## config.mk

```make
export PLATFORM = sky130hd
export DESIGN_NAME = ks_adder_pipe_flat
export DESIGN_NICKNAME = d
export VERILOG_FILES = /design/src/rtl/ks_adder_pipe_if.sv /design/src/rtl/ks_adder_pipe.sv /design/src/flat_wrapper.sv
export SDC_FILE = /design/constraint.sdc
export NUM_CORES = 1
export LEC_CHECK = 0
export BUFFER_PORTS_ARGS = -buffer_cell sky130_fd_sc_hd__clkbuf_2
export CORE_MARGIN = 4
export CORE_UTILIZATION = 50
export CTS_BUF_LIST = sky130_fd_sc_hd__clkbuf_8
export DETAILED_ROUTE_END_ITERATION = 10
export GPL_TIMING_DRIVEN = 0
export PLACE_DENSITY = 0.8
export SETUP_SLACK_MARGIN = 0.2
export SKIP_CTS_REPAIR_TIMING = 1
export SLEW_MARGIN = 20
export SYNTH_ARGS = -nofsm -noshare
export SYNTH_HDL_FRONTEND = slang
export SYNTH_SLANG_ARGS = --single-unit
```

## constraint.sdc

```tcl
create_clock -name clock -period 1.3 [get_ports clock]
set_input_delay 0.13 -clock clock [delete_from_list [all_inputs] [get_ports clock]]
set_output_delay 0.13 -clock clock [all_outputs]
set_load 0.005 [all_outputs]
```

## src/rtl/ks_adder_pipe_if.sv

```systemverilog
// Valid/ready operand and result bundle for ks_adder_pipe.
// Optional macro KS_OVF_EN adds the out_ovf signed-overflow result signal.
interface ks_adder_pipe_if #(
  parameter int WIDTH = 25,
  parameter int TAG_W = 1
);
  logic             in_valid;
  logic             in_ready;
  logic [WIDTH-1:0] in_a;
  logic [WIDTH-1:0] in_b;
  logic             in_cin;
  logic             in_sub;
  logic [TAG_W-1:0] in_tag;
  logic             out_valid;
  logic             out_ready;
  logic [WIDTH-1:0] out_sum;
  logic             out_cout;
  logic [TAG_W-1:0] out_tag;
`ifdef KS_OVF_EN
  logic             out_ovf;
`endif

  modport master (
    output in_valid, in_a, in_b, in_cin, in_sub, in_tag, out_ready,
    input  in_ready, out_valid, out_sum, out_cout, out_tag
`ifdef KS_OVF_EN
    , input out_ovf
`endif
  );

  modport slave (
    input  in_valid, in_a, in_b, in_cin, in_sub, in_tag, out_ready,
    output in_ready, out_valid, out_sum, out_cout, out_tag
`ifdef KS_OVF_EN
    , output out_ovf
`endif
  );
endinterface

```

## src/rtl/ks_adder_pipe.sv

```systemverilog
// Fully pipelined Kogge-Stone adder/subtractor, one register rank per prefix level, global stall.
// Optional macro KS_OVF_EN enables the out_ovf signed-overflow output.
module ks_adder_pipe #(
  parameter int WIDTH = 25,
  parameter int TAG_W = 1
) (
  input  logic          clock,
  input  logic          resetn,
  ks_adder_pipe_if.slave bus
);
  localparam int LEVELS = $clog2(WIDTH);

  typedef logic [WIDTH-1:0] word_t;

  // Rank 0 holds bitwise P/G; rank k holds the result of prefix level k.
  logic             vld_q [0:LEVELS];
  logic             vld_d [0:LEVELS];
  word_t            p_q   [0:LEVELS];
  word_t            p_d   [0:LEVELS];
  word_t            g_q   [0:LEVELS];
  word_t            g_d   [0:LEVELS];
  word_t            p0_q  [0:LEVELS];
  word_t            p0_d  [0:LEVELS];
  logic             c0_q  [0:LEVELS];
  logic             c0_d  [0:LEVELS];
  logic [TAG_W-1:0] tag_q [0:LEVELS];
  logic [TAG_W-1:0] tag_d [0:LEVELS];

  word_t g_src [1:LEVELS];
  word_t b_mod;
  word_t sum;
  logic  advance;

  always_comb begin
    // NOTE: every combinational output gets a default first, so no path can infer a latch.
    advance = !vld_q[LEVELS] || bus.out_ready;
    b_mod   = bus.in_b ^ {WIDTH{bus.in_sub}};

    vld_d[0] = bus.in_valid;
    c0_d[0]  = bus.in_sub | bus.in_cin;
    p_d[0]   = bus.in_a ^ b_mod;
    g_d[0]   = bus.in_a & b_mod;
    p0_d[0]  = bus.in_a ^ b_mod;
    tag_d[0] = bus.in_tag;

    for (int k = 1; k <= LEVELS; k++) begin
      g_src[k] = g_q[k-1];
      // Carry-in is folded into bit 0 so the prefix tree sees it as a generate.
      if (k == 1) begin
        g_src[k][0] = g_q[0][0] | (p_q[0][0] & c0_q[0]);
      end

      vld_d[k] = vld_q[k-1];
      c0_d[k]  = c0_q[k-1];
      p0_d[k]  = p0_q[k-1];
      tag_d[k] = tag_q[k-1];
      g_d[k]   = g_src[k];
      p_d[k]   = p_q[k-1];

      for (int i = 0; i < WIDTH; i++) begin
        if (i >= (1 << (k - 1))) begin
          g_d[k][i] = g_src[k][i]
                    | (p_q[k-1][i] & g_src[k][(i >= (1 << (k - 1))) ? i - (1 << (k - 1)) : i]);
          p_d[k][i] = p_q[k-1][i]
                    & p_q[k-1][(i >= (1 << (k - 1))) ? i - (1 << (k - 1)) : i];
        end
      end
    end

    sum = p0_q[LEVELS] ^ {g_q[LEVELS][WIDTH-2:0], c0_q[LEVELS]};
  end

  always_ff @(posedge clock or negedge resetn) begin
    // NOTE: data ranks are reset too, so the combinational sum reads 0 straight out of reset.
    if (!resetn) begin
      for (int r = 0; r <= LEVELS; r++) begin
        vld_q[r] <= 1'b0;
        p_q[r]   <= '0;
        g_q[r]   <= '0;
        p0_q[r]  <= '0;
        c0_q[r]  <= 1'b0;
        tag_q[r] <= '0;
      end
    end else if (advance) begin
      for (int r = 0; r <= LEVELS; r++) begin
        vld_q[r] <= vld_d[r];
        p_q[r]   <= p_d[r];
        g_q[r]   <= g_d[r];
        p0_q[r]  <= p0_d[r];
        c0_q[r]  <= c0_d[r];
        tag_q[r] <= tag_d[r];
      end
    end
  end

  assign bus.in_ready  = advance;
  assign bus.out_valid = vld_q[LEVELS];
  assign bus.out_sum   = sum;
  assign bus.out_cout  = g_q[LEVELS][WIDTH-1];
  assign bus.out_tag   = tag_q[LEVELS];

`ifdef KS_OVF_EN
  // Group generate of bits [WIDTH-2:0] (c0 already folded in) is exactly the carry into the MSB.
  assign bus.out_ovf = g_q[LEVELS][WIDTH-2] ^ g_q[LEVELS][WIDTH-1];
`endif
endmodule
```

## src/flat_wrapper.sv

```systemverilog
// flat-port wrapper written by rule: the top's interface ports become plain ports
module ks_adder_pipe_flat 
#(
  parameter int WIDTH = 25,
  parameter int TAG_W = 1
)
  (clock, resetn, bus_in_valid, bus_in_a, bus_in_b, bus_in_cin, bus_in_sub, bus_in_tag, bus_out_ready, bus_in_ready, bus_out_valid, bus_out_sum, bus_out_cout, bus_out_tag);
  ks_adder_pipe_if #(.WIDTH(WIDTH), .TAG_W(TAG_W)) bus_i ();
  input  logic clock;
  input  logic resetn;
  input wire logic [$bits(bus_i.in_valid)-1:0] bus_in_valid;
  input wire logic [$bits(bus_i.in_a)-1:0] bus_in_a;
  input wire logic [$bits(bus_i.in_b)-1:0] bus_in_b;
  input wire logic [$bits(bus_i.in_cin)-1:0] bus_in_cin;
  input wire logic [$bits(bus_i.in_sub)-1:0] bus_in_sub;
  input wire logic [$bits(bus_i.in_tag)-1:0] bus_in_tag;
  input wire logic [$bits(bus_i.out_ready)-1:0] bus_out_ready;
  output wire logic [$bits(bus_i.in_ready)-1:0] bus_in_ready;
  output wire logic [$bits(bus_i.out_valid)-1:0] bus_out_valid;
  output wire logic [$bits(bus_i.out_sum)-1:0] bus_out_sum;
  output wire logic [$bits(bus_i.out_cout)-1:0] bus_out_cout;
  output wire logic [$bits(bus_i.out_tag)-1:0] bus_out_tag;
  assign bus_i.in_valid = bus_in_valid;
  assign bus_i.in_a = bus_in_a;
  assign bus_i.in_b = bus_in_b;
  assign bus_i.in_cin = bus_in_cin;
  assign bus_i.in_sub = bus_in_sub;
  assign bus_i.in_tag = bus_in_tag;
  assign bus_i.out_ready = bus_out_ready;
  assign bus_in_ready = bus_i.in_ready;
  assign bus_out_valid = bus_i.out_valid;
  assign bus_out_sum = bus_i.out_sum;
  assign bus_out_cout = bus_i.out_cout;
  assign bus_out_tag = bus_i.out_tag;
  ks_adder_pipe #(.WIDTH(WIDTH), .TAG_W(TAG_W)) u_core (.clock(clock), .resetn(resetn), .bus(bus_i));
endmodule
```

==> reports/results.ini <==
[global_route]
largest_net_degree_at_the_start_of_global_routing = 99
grt_util_all_layers_pct = 22.9
vias_in_the_first_global_route = 12200
first_pass_grt_wire_length_um = 62600
grt_overflow = 0
grt_antenna_before_repair = 0

[clock_tree]
clockBufferDepth = 3
cts_made_buffers = 59
h-tree-depth = 2
clock_latency_reported_for_the_late_side_of_the_worst_skew_pair_ns = 0.61
cts_root_buf = clkbuf_8
cts.sinks = 388
tritoncts = done
clk_transition_reported_paths_ns = 0.06

[placement]
dpl.hpwl_um = 28300
routabilityCongestion = 0.933
numPlacedInstances = 2200
place.port_buffers = 84
placed_area_um2 = 16900

[floorplanning]
die_width_um = 185
dieArea_um2 = 34300
fp.dieH_um = 185
ioPinCount = 86
rows = 64
design.core.area_um2 = 30800
start_util_pct = 51.0

[detailed_routing]
route.vias.total = 12500
drt_first_iter_violations = 1087
final_antenna_net_count = 0
finalWirelength_um = 40600
viasPerCell = 5.30
drc = 0
detail_route.wl_per_cell_um = 17.2
first_pass_iters = 6

[layout]
finalNonFillerCells = 2354
mostFrequentLayoutCell = nand2_1
areaGrowthSynthToFinish_pct = 20.3
layout_common_cells = nand2_1, dfrtp_1, a21oi_1
post_route_design_area_um2 = 18900
layout-drive-gt1-share_pct = 15.2
insertedDiodeCount = 0
final_nets = 2001

[timing]
hold_violations = 73
fin_worst_skew_ns = 0.0241
unrepaired_setup_endpoints_after_global_routing = true
post-route-period-util_pct = 145
final-max-slew-violation-count = 0
setup_viol_count_final = 414
timing.final.ws_setup_ns = -0.584
max_freq_mhz = 531
fin_hold_ws_ns = -0.484
setup-tns-final_ns = -81.73
worstMarginPinSlew_ns = 0.539
max-slew-margin-rel_pct = 64.1
period_minus_slack_ns = 1.88

[pwr]
leak_pwr_nw = 10.0
power.ir.vdd_worst_mv = 1.13
fin_total_pwr_w = 0.0424
power.density_cell_area_nw_per_um2 = 2240

[synth]
postSynthAreaPerCell_um2 = 9.16
synth-warning-count = 0
yosysSeqAreaShare_pct = 61.8
synth.distinct_cells = 16
syn_nets = 1798
postSynthRegisterBits = 388
syn-cell-area_um2 = 15700
synthCells = 1716

[outcome]
status = finished, violations left
failing_checks = negative hold slack, negative setup slack

[hold_path]
timing.hold.worst.class = input port to asynchronous set/reset pin

[critical_path]
critical_path_endpoint_category = primary output
critical_path_required_ns = 1.17
largest_driver_fanout_on_the_critical_path = 6
worst-endpoint-arrival_ns = 1.75
timing_worst_setup_path_type = flip-flop to primary output
critPathLaunchType = flip-flop

[job]
maxcap_viol_count = 0

-- registers in the layout (all words and copies together) (netlist names) --
name and count:
u_core.g_q 119, u_core.p0_q 25, u_core.c0_d 5, u_core.tag_d 5
u_core.bus.out_valid 1, u_core.g_d 30, u_core.p_q 94, u_core.bus.out_tag 1
u_core.bus.out_cout 1, u_core.p0_d 100, u_core.p_d 1, u_core.c0_q 1
u_core.vld_d 5
-- synth_stat cells, drive strengths merged --
cell    count  share of area [%]
clkbuf     14               0.33
nand2     898                 21
ha         25                2.0
a21o        1              0.048
inv         1              0.040
nor2        4              0.096
nand2b      1              0.040
buf        74                3.1
xor2       50                2.8
nor2b       1              0.088
o21ai      94                3.0
nand3      70                2.2
dfrtp     388                 62
a21oi      95                3.0
-- critical path, cell delays in order (launching register included) --
cell and delay, ns:
dfrtp_2 0.40, nor2b_4 0.18, buf_8 0.13, clkinv_8 0.06
buf_12 0.13, buf_12 0.13, buf_6 0.11
-- report_power, final --
part	switching, W	internal [W]	leakage, nW	total, W
Clock	0.00442	0.00491	0.661	0.00933
Combinational	0.00692	0.00505	4.46	0.0120
Sequential	0.00429	0.0168	4.93	0.0211
-- layout make-up --
type | instances | area [µm²]
multi-input cells | 1239 | 5570
fillers | 2388 | 11900
repair buffers | 143 | 1120
clock buffers | 68 | 936
well taps | 396 | 495
flip-flops and latches | 388 | 9710
inverters | 1 | 16.3
clock inverters | 32 | 160
plain buffers | 87 | 886
-- routing by layer --
layer  GRT usage, %  share of wire (%)
met5              0                  0
met4           9.63                3.9
met3           4.65                7.8
met2           36.2                 48
met1           31.2                 41
-- path summary, 6_finish.rpt --
| kind | end | cells past startpoint | startpoint | slack, ns |
|---|---|---|---|---|
| worst max-delay path | bus_in_ready | 6 | u_core.bus.out_valid$_DFFE_PN0P_ | -0.58 |
| worst min-delay path | u_core.g_q[142]$_DFFE_PN0P_ | 1 | resetn | -0.48 |
| worst max register to register | u_core.p_q[123]$_DFFE_PN0P_ | 6 | u_core.bus.out_valid$_DFFE_PN0P_ | -0.30 |
| worst min register to register | u_core.p_q[43]$_DFFE_PN0P_ | 2 | u_core.p_q[43]$_DFFE_PN0P_ | 0.47 |
| max in group asynchronous | u_core.p0_q[23]$_DFFE_PN0P_ | 3 | resetn | 0.55 |
| min in group clock | u_core.g_q[137]$_DFFE_PN0P_ | 5 | bus_in_b[12] | -0.03 |
-- metrics by stage --
stage	setup slack, ns	utilization [%]
finish	-0.584	61.3
global route	-0.630	61.3
CTS	-0.847	58.3
detailed placement	-0.394	54.8
global placement	-7.97	54.4
floorplan	0.0711	-
-- cells by family (layout without fill, tap and decap cells) --
logic type               count (synthesis)  in the layout  synth area share, %
AO/OA/AOI/OAI                          190            190                 6.07
XOR/XNOR                                50             50                 2.79
adder cells (fa/ha/maj)                 25             25                 1.99
buffers and inverters                   89            331                 3.46
flip-flops                             388            388                 61.8
AND/OR/NAND/NOR                        974            974                 23.9
Note: power is estimated with default switching activity, not from simulation.
